===== src/rtl/minc_run_ctrl.sv =====
// Run/halt/step/breakpoint sequencer for the minc stack CPU core.
// Gates the free-running core through cpu_en, stops on one PC breakpoint, counts executed cycles.
module minc_run_ctrl #(
    parameter int PC_W         = 8,
    parameter int CYC_W        = 16,
    parameter bit RUN_ON_RESET = 1'b1
) (
    input  logic             CLK,
    input  logic             nRESET,
    input  logic             cmd_valid,
    output logic             cmd_ready,
    input  logic [2:0]       cmd_op,
    input  logic [PC_W-1:0]  cmd_arg,
    input  logic [PC_W-1:0]  pc_in,
    output logic             cpu_en,
    output logic             halted,
    output logic             bp_hit,
    output logic             step_done,
    output logic             bp_en,
    output logic [PC_W-1:0]  bp_addr,
    output logic [CYC_W-1:0] cycle_cnt
);

    typedef enum logic [1:0] {
        ST_HALTED   = 2'd0,
        ST_RUNNING  = 2'd1,
        ST_STEPPING = 2'd2
    } state_t;

    localparam state_t RESET_STATE = RUN_ON_RESET ? ST_RUNNING : ST_HALTED;

    localparam logic [2:0] OP_NOP     = 3'd0;
    localparam logic [2:0] OP_RUN     = 3'd1;
    localparam logic [2:0] OP_HALT    = 3'd2;
    localparam logic [2:0] OP_STEP    = 3'd3;
    localparam logic [2:0] OP_SET_BP  = 3'd4;
    localparam logic [2:0] OP_CLR_BP  = 3'd5;
    localparam logic [2:0] OP_CLR_CNT = 3'd6;

    localparam logic [CYC_W-1:0] CNT_MAX  = {CYC_W{1'b1}};
    localparam logic [CYC_W-1:0] CNT_ONE  = {{(CYC_W-1){1'b0}}, 1'b1};
    localparam logic [CYC_W-1:0] CNT_ZERO = {CYC_W{1'b0}};

    state_t            state_q, state_d;
    logic              skip_q, skip_d;
    logic              bp_en_q, bp_en_d;
    logic [PC_W-1:0]   bp_addr_q, bp_addr_d;
    logic              bp_hit_q, bp_hit_d;
    logic              step_done_q, step_done_d;
    logic [CYC_W-1:0]  cnt_q, cnt_d;

    logic              stop_s;
    logic              cpu_en_s;
    logic              cmd_ready_s;
    logic              accept_s;
    logic [2:0]        cmd_sel_s;
    logic              cmd_owns_state_s;

    // Breakpoint compare, core enable and handshake readiness
    always_comb begin
        stop_s = bp_en_q && (pc_in == bp_addr_q) && !skip_q && (state_q == ST_RUNNING);
        if (nRESET) begin
            cpu_en_s    = 1'b0;
            cmd_ready_s = 1'b0;
        end else begin
            cmd_ready_s = (state_q != ST_STEPPING);
            case (state_q)
                ST_RUNNING:  cpu_en_s = !stop_s;
                ST_STEPPING: cpu_en_s = 1'b1;
                default:     cpu_en_s = 1'b0;
            endcase
        end
    end

    assign accept_s  = cmd_valid && cmd_ready_s;
    assign cmd_sel_s = accept_s ? cmd_op : OP_NOP;

    // Next-state: natural progression first, then an accepted command overrides
    always_comb begin
        state_d     = state_q;
        skip_d      = cpu_en_s ? 1'b0 : skip_q;
        bp_en_d     = bp_en_q;
        bp_addr_d   = bp_addr_q;
        bp_hit_d    = bp_hit_q;
        step_done_d = 1'b0;

        case (cmd_sel_s)
            OP_RUN, OP_HALT, OP_STEP: cmd_owns_state_s = 1'b1;
            default:                  cmd_owns_state_s = 1'b0;
        endcase

        if (cpu_en_s && (cnt_q != CNT_MAX)) begin
            cnt_d = cnt_q + CNT_ONE;
        end else begin
            cnt_d = cnt_q;
        end

        // A state-changing command on the stop edge suppresses the breakpoint hit
        if (state_q == ST_STEPPING) begin
            state_d     = ST_HALTED;
            step_done_d = 1'b1;
        end else if (stop_s && !cmd_owns_state_s) begin
            state_d  = ST_HALTED;
            bp_hit_d = 1'b1;
        end else begin
            state_d = state_q;
        end

        case (cmd_sel_s)
            OP_RUN: begin
                if (state_q == ST_HALTED) begin
                    state_d  = ST_RUNNING;
                    bp_hit_d = 1'b0;
                    skip_d   = (pc_in == bp_addr_q);
                end else begin
                    skip_d = skip_d | stop_s;
                end
            end
            OP_HALT: state_d = ST_HALTED;
            OP_STEP: begin
                if (state_q == ST_HALTED) begin
                    state_d  = ST_STEPPING;
                    bp_hit_d = 1'b0;
                end else begin
                    state_d = ST_HALTED;
                end
            end
            OP_SET_BP: begin
                bp_addr_d = cmd_arg;
                bp_en_d   = 1'b1;
            end
            OP_CLR_BP:  bp_en_d = 1'b0;
            OP_CLR_CNT: cnt_d   = CNT_ZERO;
            default: ;
        endcase
    end

    // State registers with asynchronous active-high reset
    always_ff @(posedge CLK or posedge nRESET) begin
        if (nRESET) begin
            state_q     <= RESET_STATE;
            skip_q      <= 1'b0;
            bp_en_q     <= 1'b0;
            bp_addr_q   <= {PC_W{1'b0}};
            bp_hit_q    <= 1'b0;
            step_done_q <= 1'b0;
            cnt_q       <= CNT_ZERO;
        end else begin
            state_q     <= state_d;
            skip_q      <= skip_d;
            bp_en_q     <= bp_en_d;
            bp_addr_q   <= bp_addr_d;
            bp_hit_q    <= bp_hit_d;
            step_done_q <= step_done_d;
            cnt_q       <= cnt_d;
        end
    end

    assign cpu_en    = cpu_en_s;
    assign cmd_ready = cmd_ready_s;
    assign halted    = (state_q == ST_HALTED);
    assign bp_hit    = bp_hit_q;
    assign step_done = step_done_q;
    assign bp_en     = bp_en_q;
    assign bp_addr   = bp_addr_q;
    assign cycle_cnt = cnt_q;

endmodule


===== config.mk =====
export PLATFORM = sky130hd
export DESIGN_NAME = minc_run_ctrl
export DESIGN_NICKNAME = d
export VERILOG_FILES = /design/src/rtl/minc_run_ctrl.sv
export SDC_FILE = /design/constraint.sdc
export NUM_CORES = 1
export LEC_CHECK = 0
export ABC_CLOCK_PERIOD_IN_PS = 1900
export CAP_MARGIN = 20
export CORE_MARGIN = 2
export CORE_UTILIZATION = 50
export CTS_CLUSTER_SIZE = 16
export DETAILED_ROUTE_END_ITERATION = 10
export DONT_BUFFER_PORTS = 1
export HOLD_SLACK_MARGIN = 0.15
export PLACE_DENSITY = 0.77
export SYNTH_ARGS = -nofsm -noshare
export SYNTH_HDL_FRONTEND = slang
export SYNTH_SLANG_ARGS = --single-unit

===== constraint.sdc =====
create_clock -name CLK -period 1.9 [get_ports CLK]
set_input_delay 0.19 -clock CLK [delete_from_list [all_inputs] [get_ports CLK]]
set_output_delay 0.19 -clock CLK [all_outputs]
set_load 0.05 [all_outputs]

### Yosys cells after proc, flatten, opt, wreduce, memory -nomap -nowiden

Index checks and enable logic that the tools add are counted.

| storage, ports and cells | value |
|---|---|
| flip-flop bits (word level) | 30 |
| input port bits | 22 |
| logic and storage cells | 55 |

| operators by class | value |
|---|---|
| $add $sub $neg | 1 |
| equality and inequality tests | 11 |
| multiplexer cells | 21 |
| bitwise gates (word level) | 1 |
| reductions and logical operators | 14 |

Operator list:

| operator | number |
|---|---|
| two-way mux 16 bit | 2 |
| adder 16 x 1 -> 16 bit (second input constant) | 1 |
| inequality test 16 bit (second input constant) | 1 |
| two-way mux 1 bit | 11 |
| equality test 3 bit (second input constant) | 3 |
| equality test 8 bit | 1 |
| two-way mux 2 bit | 4 |
| equality test 3 x 2 -> 1 bit (second input constant) | 2 |
| logical AND 1 bit | 6 |
| one-hot mux 2 bit (3 select lines) | 1 |
| one-hot mux 1 bit (2 select lines) | 2 |
| nonzero test 2 bit | 2 |
| equality test 3 x 1 -> 1 bit (second input constant) | 1 |
| zero test 1 bit | 3 |
| two-way mux 3 bit | 1 |
| OR reduction 3 bit | 1 |
| equality test 2 x 1 -> 1 bit (second input constant) | 1 |
| equality test 2 bit (second input constant) | 1 |
| zero test 2 bit | 1 |
| inequality test 2 bit (second input constant) | 1 |
| OR reduction 2 bit | 1 |
| bitwise OR 1 bit | 1 |

### Logic depth before layout (Yosys ltp)

Gate-level depths: netlist (run 1).

| logic depth | value |
|---|---|
| depth after elaboration | 13 |
| gate-level depth with buffers | 10 |
| depth with buffers taken out | 7 |

### Least setup slack after synthesis (run 1)

Ideal clock, no wire load.

| timing path | value |
|---|---|
| path type | flip-flop to output port |
| from | reg bp_addr_q[7] (netlist: bp_addr[7]) |
| to | out cpu_en |
| arrival time | 1886 ps |
| required time | 1710 ps |
| path slack | -176 ps |
| stages on the path, launching flop included | 5 |
| path buffers | 0 |
| cells stage by stage | dfrtp_1 -> xnor2_1 -> nand4_1 -> o31ai_1 -> a21oi_1 |

| between the ends | value |
|---|---|
| longest elaborated chain between the ends | 7 |

Ends and longest elaborated chain:

| element | line | source |
|---|---|---|
| start: declaration | 47 | `logic [PC_W-1:0] bp_addr_q, bp_addr_d;` |
| start signal: assignment | 144 | `bp_addr_q <= {PC_W{1'b0}};` |
| start signal: assignment | 152 | `bp_addr_q <= bp_addr_d;` |
| equality test 8 bit | 61 | `stop_s = bp_en_q && (pc_in == bp_addr_q) && !skip_q && (state_q == ST_RUNNING);` |
| logical AND 1 bit (3 in a row) | 61 |  |
| zero test 1 bit | 68 | `ST_RUNNING: cpu_en_s = !stop_s;` |
| one-hot mux 1 bit (2 select lines) | 67 | `case (state_q)` |
| two-way mux 1 bit | 62 | `if (nRESET) begin` |
| end: declaration | 15 | `output logic cpu_en,` |

Every way passes these cells.

### Final worst setup path (run 1)

| timing path | value |
|---|---|
| from | reg bp_addr_q[0] (netlist: bp_addr[0]) |
| to | out cpu_en |

The elaborated chain is that of the path after synthesis.

==> results.py, run 1 <==
metrics = {
    "status": {
        "run_status": "finished clean",
    },
    "floorplan": {
        "die_width_microns": 64.9,
        "fp.dieH_microns": 64.9,
        "core_sq_mm": 0.00361,
        "row_count": 22,
        "io_pins": 52,
        "start_util_pct": 51.4,
        "die-area_sq_mm": 0.00421,
    },
    "drt": {
        "vias": 1694,
        "wirelength_microns": 5000,
        "post-route-drc-count": 0,
        "dr.pass1.iters": 4,
        "via_per_inst": 5.82,
        "wl_per_cell_microns": 17.2,
        "first_iter_violations": 130,
        "ant_nets": 0,
    },
    "global_route": {
        "first_global_vias": 1709,
        "grt_usage_pct": 24.1,
        "antenna_found_initial": 0,
        "grt_overflow": 0,
        "grt_pass1_wl_microns": 7850,
        "grt_start_max_net_pins": 30,
    },
    "setup_path": {
        "cp.required_ps": 1710,
        "cp-startpoint": "bp_addr[0]$_DFFE_PP0P_",
        "cp.arrival_ps": 1700,
        "end_kind": "output port",
        "timing.rr.start": "state_q[0]$_DFF_PP1_",
        "path_max_fanout": 4,
        "cp-start-kind": "flop",
        "path_class": "reg2out",
    },
    "synthesis": {
        "synth_seq_cells": 30,
        "syn_area_sq_mm": 0.00185,
        "synth_area_per_cell_sq_um": 9.71,
        "yosys_warnings": 0,
        "yosysSeqAreaShare_pct": 40.6,
        "syn_inst": 191,
        "syn_nets": 219,
        "synth_cell_types": 40,
    },
    "clock_tree": {
        "clockBufferDepth": 2,
        "cts_buffers": 5,
        "h-tree-depth": 2,
        "clk_pin_slew_ps": 70,
        "cts_sinks": 30,
        "cts-root-buf": "clkbuf_8",
        "cts_tree": "yes",
        "clk_latency_ps": 280,
    },
    "sta": {
        "hold_viol": 0,
        "whs_ps": 163,
        "max_slew_margin_pct": 68.1,
        "finalSetupViolCount": 0,
        "final.min_clock_period_ps": 1890,
        "worst_clock_skew_ps": 7.01,
        "rsz0062_at_grt": "true",
        "finalCritPeriodShare_pct": 99.6,
        "tightest_slew_ps": 478,
        "maxSlewViolCount": 0,
        "fmax_mhz": 528,
    },
    "power": {
        "p_total_uw": 2150,
        "ir_worst_vdd_mv": 0.653,
        "power_density_mw_per_mm2": 817,
        "p_leak_uw": 0.00112,
    },
    "finish": {
        "layout_common_cells": "buf_4, dfrtp_1, nand2_1, nand2b_1, mux2i_1",
        "fin_nets": 270,
        "fin_cells": 291,
        "final_common_cell": "buf_4",
        "fillCellCount": 255,
        "drive_gt1_share_pct": 38.3,
        "diodes": 0,
        "syn_to_final_growth_pct": 41.9,
    },
    "place": {
        "place.gp.congestion": 0.875,
        "hpwl_microns": 3310,
        "io_buffer_count": 0,
        "dp.cells": 268,
    },
    "flow_run": {
        "cap_violations": 0,
    },
    "hold_path": {
        "hold_class": "in2reg",
        "min_from": "cmd_op[1]",
    },
}
-- what timing repair did --
action	in CTS	in global routing
buffers inserted	2	1
hold buffers	11	0
resized for setup	12	20
pin swaps	2	5
gates cloned	0	1
setup endpoints to repair	10	17
endpoints found under the hold margin	22	0
-- worst max-delay path: stages, from the launching register on --
cell and delay (ps):
dfrtp_1 390, xnor2_1 170, nand4_1 220, o31ai_2 260, buf_4 170, a21oi_4 60, buf_12 150
-- sequential cells by signal, summed over array words and instances (netlist names) --
| register | flops |
|---|---|
| skip_q | 1 |
| cycle_cnt | 16 |
| bp_addr | 8 |
| bp_en | 1 |
| state_q | 2 |
| bp_hit | 1 |
| step_done | 1 |
-- cells by family after synthesis --
family	after synthesis	share of synthesized area [%]
fa+ha+maj	6	4.05
mux	23	13.0
xor+xnor	8	3.78
simple gates	72	22.3
buf+inv	16	4.05
flops	30	40.6
compound gates	36	12.3
-- final timing paths --
path                                            endpoint  slack [ps]  depth (start not counted)
worst max-delay path                              cpu_en           7                          6
worst min-delay path                state_q[1]$_DFF_PP0_         160                          2
worst max register to register  cycle_cnt[9]$_DFFE_PP0P_           7                          8
worst min register to register          skip_q$_DFF_PP0_         570                          2
max in group asynchronous           state_q[0]$_DFF_PP1_         920                          3
min in group asynchronous         bp_addr[0]$_DFFE_PP0P_         320                          2
-- power breakdown --
group          switching, uW  total, uW  internal [uW]
Sequential              61.6        786            725
Clock                    239        530            292
Combinational            519        834            315
-- layout make-up --
type | instances | area [sq um] | share of cell area, %
clock inverters | 1 | 5.00 | 0.190
multi-input cells | 145 | 1230 | 46.7
inverters | 7 | 26.3 | 0.999
repair buffers | 53 | 465 | 17.7
clock buffers | 7 | 86.3 | 3.28
flip-flops and latches | 30 | 759 | 28.9
well taps | 48 | 60.1 | 2.28
-- cells in the mapped netlist --
cell / n / area (sq um)
o211ai_1: 3 / 22.5
o21a_1: 1 / 7.51
inv_1: 7 / 26.3
mux2i_1: 15 / 150
o22ai_1: 1 / 6.26
xnor2_1: 8 / 70.1
a31oi_1: 1 / 6.26
and4_4: 1 / 11.3
nand4_1: 5 / 31.3
o2111ai_1: 1 / 8.76
buf_2: 6 / 30.0
nor4_1: 1 / 6.26
nor2b_1: 1 / 6.26
nand2_1: 20 / 75.1
and3_4: 2 / 22.5
buf_6: 1 / 11.3
a211oi_1: 3 / 22.5
clkbuf_1: 2 / 7.51
nor3_4: 1 / 16.3
o21ai_0: 6 / 30.0
a21o_1: 1 / 7.51
a21oi_1: 14 / 70.1
nand4bb_1: 1 / 11.3
o31a_1: 1 / 8.76
a41oi_2: 1 / 16.3
mux2_2: 8 / 90.1
nand2b_1: 17 / 106
nor2_1: 6 / 22.5
and4_1: 3 / 26.3
and2_1: 1 / 6.26
nor3_1: 1 / 5.00
ha_1: 6 / 75.1
dfrtp_1: 29 / 726
and3_1: 2 / 12.5
o31ai_1: 1 / 7.51
o21ai_1: 1 / 5.00
nand3_1: 9 / 45.0
nor4b_1: 1 / 8.76
dfstp_2: 1 / 26.3
a41o_1: 1 / 10.0
-- through the flow --
step	setup slack [ps]	util (%)	cell area, sq um	setup TNS (ps)
6_report	7.13	73.0	2630	0
2_1_floorplan	-40.3	-	1930	-340
3_5_place_dp	-50.0	62.3	2250	-253
3_3_place_gp	33.7	62.3	2250	0
4_1_cts	7.83	70.0	2520	0
5_1_grt	-84.2	73.0	2630	-635
-- metal layers --
| metal | share of wire, % | vias up | global-route usage (%) | wire (microns) |
|---|---|---|---|---|
| met5 | 0 | - | 0 | 0 |
| met4 | 1.4 | 0 | 7.71 | 72 |
| met3 | 6.6 | 8 | 6.77 | 331 |
| met2 | 53 | 68 | 43.3 | 2660 |
| met1 | 39 | 837 | 27.4 | 1940 |
| li1 | - | 781 | - | - |
Note: power is estimated with default switching activity, not from simulation.
==> run 2, diff against run 1 <==
--- a/config.mk
+++ b/config.mk
@@ -5,15 +5,16 @@
 export SDC_FILE = /design/constraint.sdc
 export NUM_CORES = 1
 export LEC_CHECK = 0
-export ABC_CLOCK_PERIOD_IN_PS = 1900
+export ABC_CLOCK_PERIOD_IN_PS = 1760
 export CAP_MARGIN = 20
+export CORE_ASPECT_RATIO = 0.6
 export CORE_MARGIN = 2
 export CORE_UTILIZATION = 50
 export CTS_CLUSTER_SIZE = 16
 export DETAILED_ROUTE_END_ITERATION = 10
 export DONT_BUFFER_PORTS = 1
 export HOLD_SLACK_MARGIN = 0.15
-export PLACE_DENSITY = 0.77
+export PLACE_DENSITY = 0.74
 export SYNTH_ARGS = -nofsm -noshare
 export SYNTH_HDL_FRONTEND = slang
 export SYNTH_SLANG_ARGS = --single-unit
==> constraint.sdc (replaced) <==
create_clock -name CLK -period 1.76 [get_ports CLK]
set_input_delay 0.176 -clock CLK [delete_from_list [all_inputs] [get_ports CLK]]
set_output_delay 0.176 -clock CLK [all_outputs]
set_load 0.05 [all_outputs]
==> run 2 against run 1 <==
  * The run now ends with setup timing left
  * Largest power group unchanged
  * Sequential share of layout area decreased by 4.1 points
  * Critical endpoint is now cycle_cnt[11]$_DFFE_PP0P_
  * Combinational power is 31% higher
  * Power rose by 26%
==> results.py, run 2 (synthesis results as in run 1) <==
metrics = {
    "drt": {
        "first_iter_violations": 294,
        "wl_per_cell_microns": 23.9,
        "vias": 1989,
        "ant_nets": 0,
        "via_per_inst": 6.46,
        "dr.pass1.iters": 5,
        "wirelength_microns": 7350,
        "post-route-drc-count": 0,
    },
    "finish": {
        "drive_gt1_share_pct": 52.9,
        "fin_util_pct": 85.1,
        "final_common_cell": "buf_4",
        "largest_reg_flops": 16,
        "fin_nets": 288,
        "diodes": 0,
        "layout_common_cells": "buf_4, dfrtp_1, nand2_1, nand2b_1, mux2i_1",
        "syn_to_final_growth_pct": 65.9,
    },
    "clock_tree": {
        "clk_latency_ps": 300,
        "cts-root-buf": "clkbuf_8",
        "h-tree-depth": 2,
        "cts_buffers": 5,
        "clockBufferDepth": 2,
        "cts_sinks": 30,
        "clk_pin_slew_ps": 60,
        "cts_tree": "yes",
    },
    "status": {
        "violations": "setup timing",
        "run_status": "complete, but fails checks",
    },
    "power": {
        "p_int_uw": 1660,
        "p_leak_uw": 0.00128,
        "ir_worst_vdd_mv": 0.891,
        "power_frac_seq_pct": 31.8,
        "swShare_pct": 38.5,
        "net-switching-power_uw": 1040,
        "clockPowerShare_pct": 27.9,
        "power_density_mw_per_mm2": 880,
        "power_frac_comb_pct": 40.4,
    },
    "floorplan": {
        "io_pins": 52,
        "core_sq_mm": 0.00362,
        "row_count": 17,
        "start_util_pct": 51.3,
        "fp.dieH_microns": 51.2,
        "die-area_sq_mm": 0.00423,
        "die_width_microns": 82.6,
    },
    "sta": {
        "max_slew_margin_pct": 55.0,
        "finalSetupViolCount": 29,
        "maxSlewViolCount": 0,
        "rsz0062_at_grt": "true",
        "worst_clock_skew_ps": 13.8,
        "finalCritPeriodShare_pct": 114,
        "fmax_mhz": 498,
        "final.min_clock_period_ps": 2010,
        "tightest_slew_ps": 674,
        "setup_ws_ps": -247,
        "hold_viol": 0,
    },
    "global_route": {
        "antenna_found_initial": 0,
        "grt_usage_pct": 35.1,
        "first_global_vias": 1923,
        "grt_start_max_net_pins": 17,
        "grt_pass1_wl_microns": 10500,
        "grt_overflow": 0,
    },
    "setup_path": {
        "cp.arrival_ps": 2210,
        "cp.required_ps": 1960,
        "end_kind": "flop",
        "cp-start-kind": "flop",
        "path_max_fanout": 5,
        "path_class": "reg2reg",
    },
    "place": {
        "pre_cts_slack_ps": -156,
        "io_buffer_count": 0,
        "place.gp.congestion": 0.853,
        "hpwl_microns": 3760,
    },
    "flow_run": {
        "cap_violations": 0,
    },
    "hold_path": {
        "hold_class": "in2reg",
    },
}
run 2: through the flow:
stage	power, uW	area, sq um	hold slack (ps)	setup TNS [ps]	instances
2_1_floorplan	1430	1970	266	-2710	191
3_3_place_gp	1650	2350	177	-1110	276
3_5_place_dp	1690	2350	197	-2530	276
4_1_cts	2560	2890	-26.9	-1680	300
5_1_grt	2780	3080	218	-5180	308
6_report	2710	3080	222	-4570	308
run 2: routing by layer:
metal | wire, microns | GRT usage, % | vias up | share of wire [%]
li1 | - | - | 818 | -
met1 | 2800 | 47.9 | 946 | 38
met2 | 3260 | 52.7 | 185 | 44
met3 | 942 | 7.95 | 40 | 13
met4 | 339 | 16.9 | 0 | 4.6
met5 | 0 | 0 | - | 0
run 2: worst paths after layout:
path | start | end | slack (ps) | cells past startpoint
setup reg to reg | state_q[0]$_DFF_PP1_ | cycle_cnt[11]$_DFFE_PP0P_ | -250 | 8
max in group asynchronous | nRESET | state_q[0]$_DFF_PP1_ | 710 | 3
min in group asynchronous | nRESET | cycle_cnt[2]$_DFFE_PP0P_ | 440 | 2
setup / recovery | state_q[0]$_DFF_PP1_ | cycle_cnt[11]$_DFFE_PP0P_ | -250 | 8
hold / removal | cmd_op[0] | bp_en$_DFFE_PP0P_ | 220 | 3
hold reg to reg | cycle_cnt[10]$_DFFE_PP0P_ | cycle_cnt[10]$_DFFE_PP0P_ | 630 | 2
run 2: cell type report:
cell class / count / area, sq um
Timing Repair Buffer: 71 / 679
Inverter: 7 / 31.3
Fill cell: 160 / 541
Clock inverter: 1 / 30.0
Tap cell: 47 / 58.8
Sequential cell: 30 / 762
Clock buffer: 7 / 86.3
Multi-Input combinational cell: 145 / 1430
run 2: repair_timing:
item | in CTS | in global routing
gates resized for setup | 57 | 26
hold buffers | 10 | 1
endpoints found under the setup margin | 27 | 29
buffers inserted | 4 | 7
cloned | 2 | 0
pin swaps | 26 | 23
hold endpoints to repair | 28 | 3
run 2: power by group through the flow:
stage               logic, uW  clock network, uW  registers (uW)
floorplan                 295                  0            1130
global placement          804                  0             851
detailed placement        836                  0             858
CTS                       978                736             848
global route             1120                789             866
finish                   1090                754             859
run 2: worst max-delay path, cell delays in order, from the launching register on:
cell	delay (ps)
dfstp_2	570
inv_4	50
ha_4	260
nand2b_1	170
nor2_2	210
o21ai_4	90
buf_6	150
a21oi_2	170
mux2i_1	240
==> run 3, diff against run 2 <==
--- a/config.mk
+++ b/config.mk
@@ -18,3 +18,4 @@
 export SYNTH_ARGS = -nofsm -noshare
 export SYNTH_HDL_FRONTEND = slang
 export SYNTH_SLANG_ARGS = --single-unit
+export TNS_END_PERCENT = 50
==> run 3 against run 2 <==
  * The run still ends with setup timing left
  * Non-clock buffer count is 1 lower
  * Critical path depth is 2 lower
  * Clock skew is 4.4 ps lower
  * Worst hold slack worse by 5.3 ps
  * Largest power group unchanged
  * Sequential power is 0.9% lower
  * Critical endpoint is now cycle_cnt[6]$_DFFE_PP0P_
==> results.py, run 3 (synthesis results as in run 1) <==
metrics = {
    "finish": {
        "fillCellCount": 191,
        "final_common_cell": "buf_4",
        "fin_nets": 287,
        "fin_util_pct": 81.4,
        "layout_common_cells": "buf_4, dfrtp_1, nand2_1, nand2b_1, mux2i_1",
        "largest_reg_flops": 16,
        "drive_gt1_share_pct": 46.5,
        "diodes": 0,
        "syn_to_final_growth_pct": 58.8,
    },
    "status": {
        "run_status": "complete, but fails checks",
        "violations": "setup timing",
    },
    "floorplan": {
        "core_sq_mm": 0.00362,
        "die-area_sq_mm": 0.00423,
        "io_pins": 52,
        "row_count": 17,
        "start_util_pct": 51.3,
        "die_width_microns": 82.6,
        "fp.dieH_microns": 51.2,
    },
    "global_route": {
        "antenna_found_initial": 0,
        "first_global_vias": 1805,
        "grt_start_max_net_pins": 30,
        "grt_pass1_wl_microns": 9110,
        "grt_overflow": 0,
        "grt_usage_pct": 30.0,
    },
    "place": {
        "io_buffer_count": 0,
        "place.gp.congestion": 0.888,
        "hpwl_microns": 3720,
    },
    "hold_path": {
        "min_from": "cmd_op[2]",
        "hold_class": "in2reg",
    },
    "clock_tree": {
        "clk_pin_slew_ps": 70,
        "cts-root-buf": "clkbuf_8",
        "h-tree-depth": 2,
        "cts_sinks": 30,
        "cts_tree": "yes",
        "clockBufferDepth": 2,
        "cts_buffers": 5,
        "clk_latency_ps": 300,
    },
    "sta": {
        "hold_viol": 0,
        "worst_clock_skew_ps": 9.42,
        "finalCritPeriodShare_pct": 122,
        "tightest_slew_ps": 646,
        "finalSetupViolCount": 27,
        "setup_ws_ps": -390,
        "fmax_mhz": 465,
        "rsz0062_at_grt": "true",
        "whs_ps": 216,
        "maxSlewViolCount": 0,
        "max_slew_margin_pct": 56.9,
        "final.min_clock_period_ps": 2150,
    },
    "drt": {
        "dr.pass1.iters": 6,
        "wl_per_cell_microns": 22.8,
        "ant_nets": 0,
        "wirelength_microns": 7010,
        "vias": 1975,
        "post-route-drc-count": 0,
        "first_iter_violations": 206,
        "via_per_inst": 6.43,
    },
    "setup_path": {
        "cp-startpoint": "bp_addr[3]$_DFFE_PP0P_",
        "path_class": "reg2reg",
        "path_max_fanout": 3,
        "cp.required_ps": 1950,
        "timing.rr.start": "bp_addr[3]$_DFFE_PP0P_",
        "cp-start-kind": "flop",
        "cp.arrival_ps": 2340,
        "end_kind": "flop",
    },
    "flow_run": {
        "cap_violations": 0,
    },
    "power": {
        "p_leak_uw": 0.00127,
        "ir_worst_vdd_mv": 0.833,
        "power_density_mw_per_mm2": 959,
    },
}
[run 3: metrics by stage]
stage / setup TNS (ps) / setup WS (ps) / cell area (sq um) / cells / power, uW
2_1_floorplan: -2720 / -180 / 1970 / 191 / 1430
3_3_place_gp: -938 / -95.0 / 2350 / 276 / 1650
3_5_place_dp: -2070 / -201 / 2350 / 276 / 1680
4_1_cts: -973 / -112 / 2800 / 301 / 2680
5_1_grt: -4990 / -361 / 2940 / 307 / 2890
6_report: -4390 / -390 / 2940 / 307 / 2820
[run 3: report_power, final]
part           switching [uW]  internal [uW]
combinational             659            416
clock                     294            604
sequential               69.1            782
total                    1020           1800
[run 3: layer usage]
metal	global-route usage (%)	wire [microns]
met2	48.4	3220
met3	8.30	730
met4	9.02	363
met5	0	0
met1	39.5	2690
[run 3: path summary, 6_finish.rpt]
| check | to | slack (ps) | cells after the start |
|---|---|---|---|
| max | cycle_cnt[6]$_DFFE_PP0P_ | -390 | 6 |
| min | bp_en$_DFFE_PP0P_ | 220 | 3 |
| max reg2reg | cycle_cnt[6]$_DFFE_PP0P_ | -390 | 6 |
| min reg2reg | cycle_cnt[10]$_DFFE_PP0P_ | 640 | 2 |
| max in group asynchronous | state_q[0]$_DFF_PP1_ | 700 | 3 |
| min in group asynchronous | cycle_cnt[4]$_DFFE_PP0P_ | 450 | 2 |
[run 3: repair_timing]
item | CTS | global route
cloned | 0 | 1
setup endpoints to repair | 25 | 28
setup buffers | 6 | 5
hold buffers | 11 | 0
resized for setup | 29 | 20
endpoints found under the hold margin | 28 | 0
pin swaps | 15 | 16
[run 3: critical path: stages (launching register included)]
cell and delay [ps]:
dfrtp_1 390, xnor2_1 220, nand4_1 290, buf_4 240, o31a_1 350, o211ai_1 250
mux2i_1 300
[run 3: layout make-up]
class	count	area, sq um	share of cell area [%]
clock buffers	6	82.6	2.80
clock inverters	2	60.1	2.04
inverters	7	28.8	0.977
multi-input cells	145	1320	44.9
flip-flops and latches	30	762	25.9
well taps	47	58.8	2.00
repair buffers	70	629	21.4
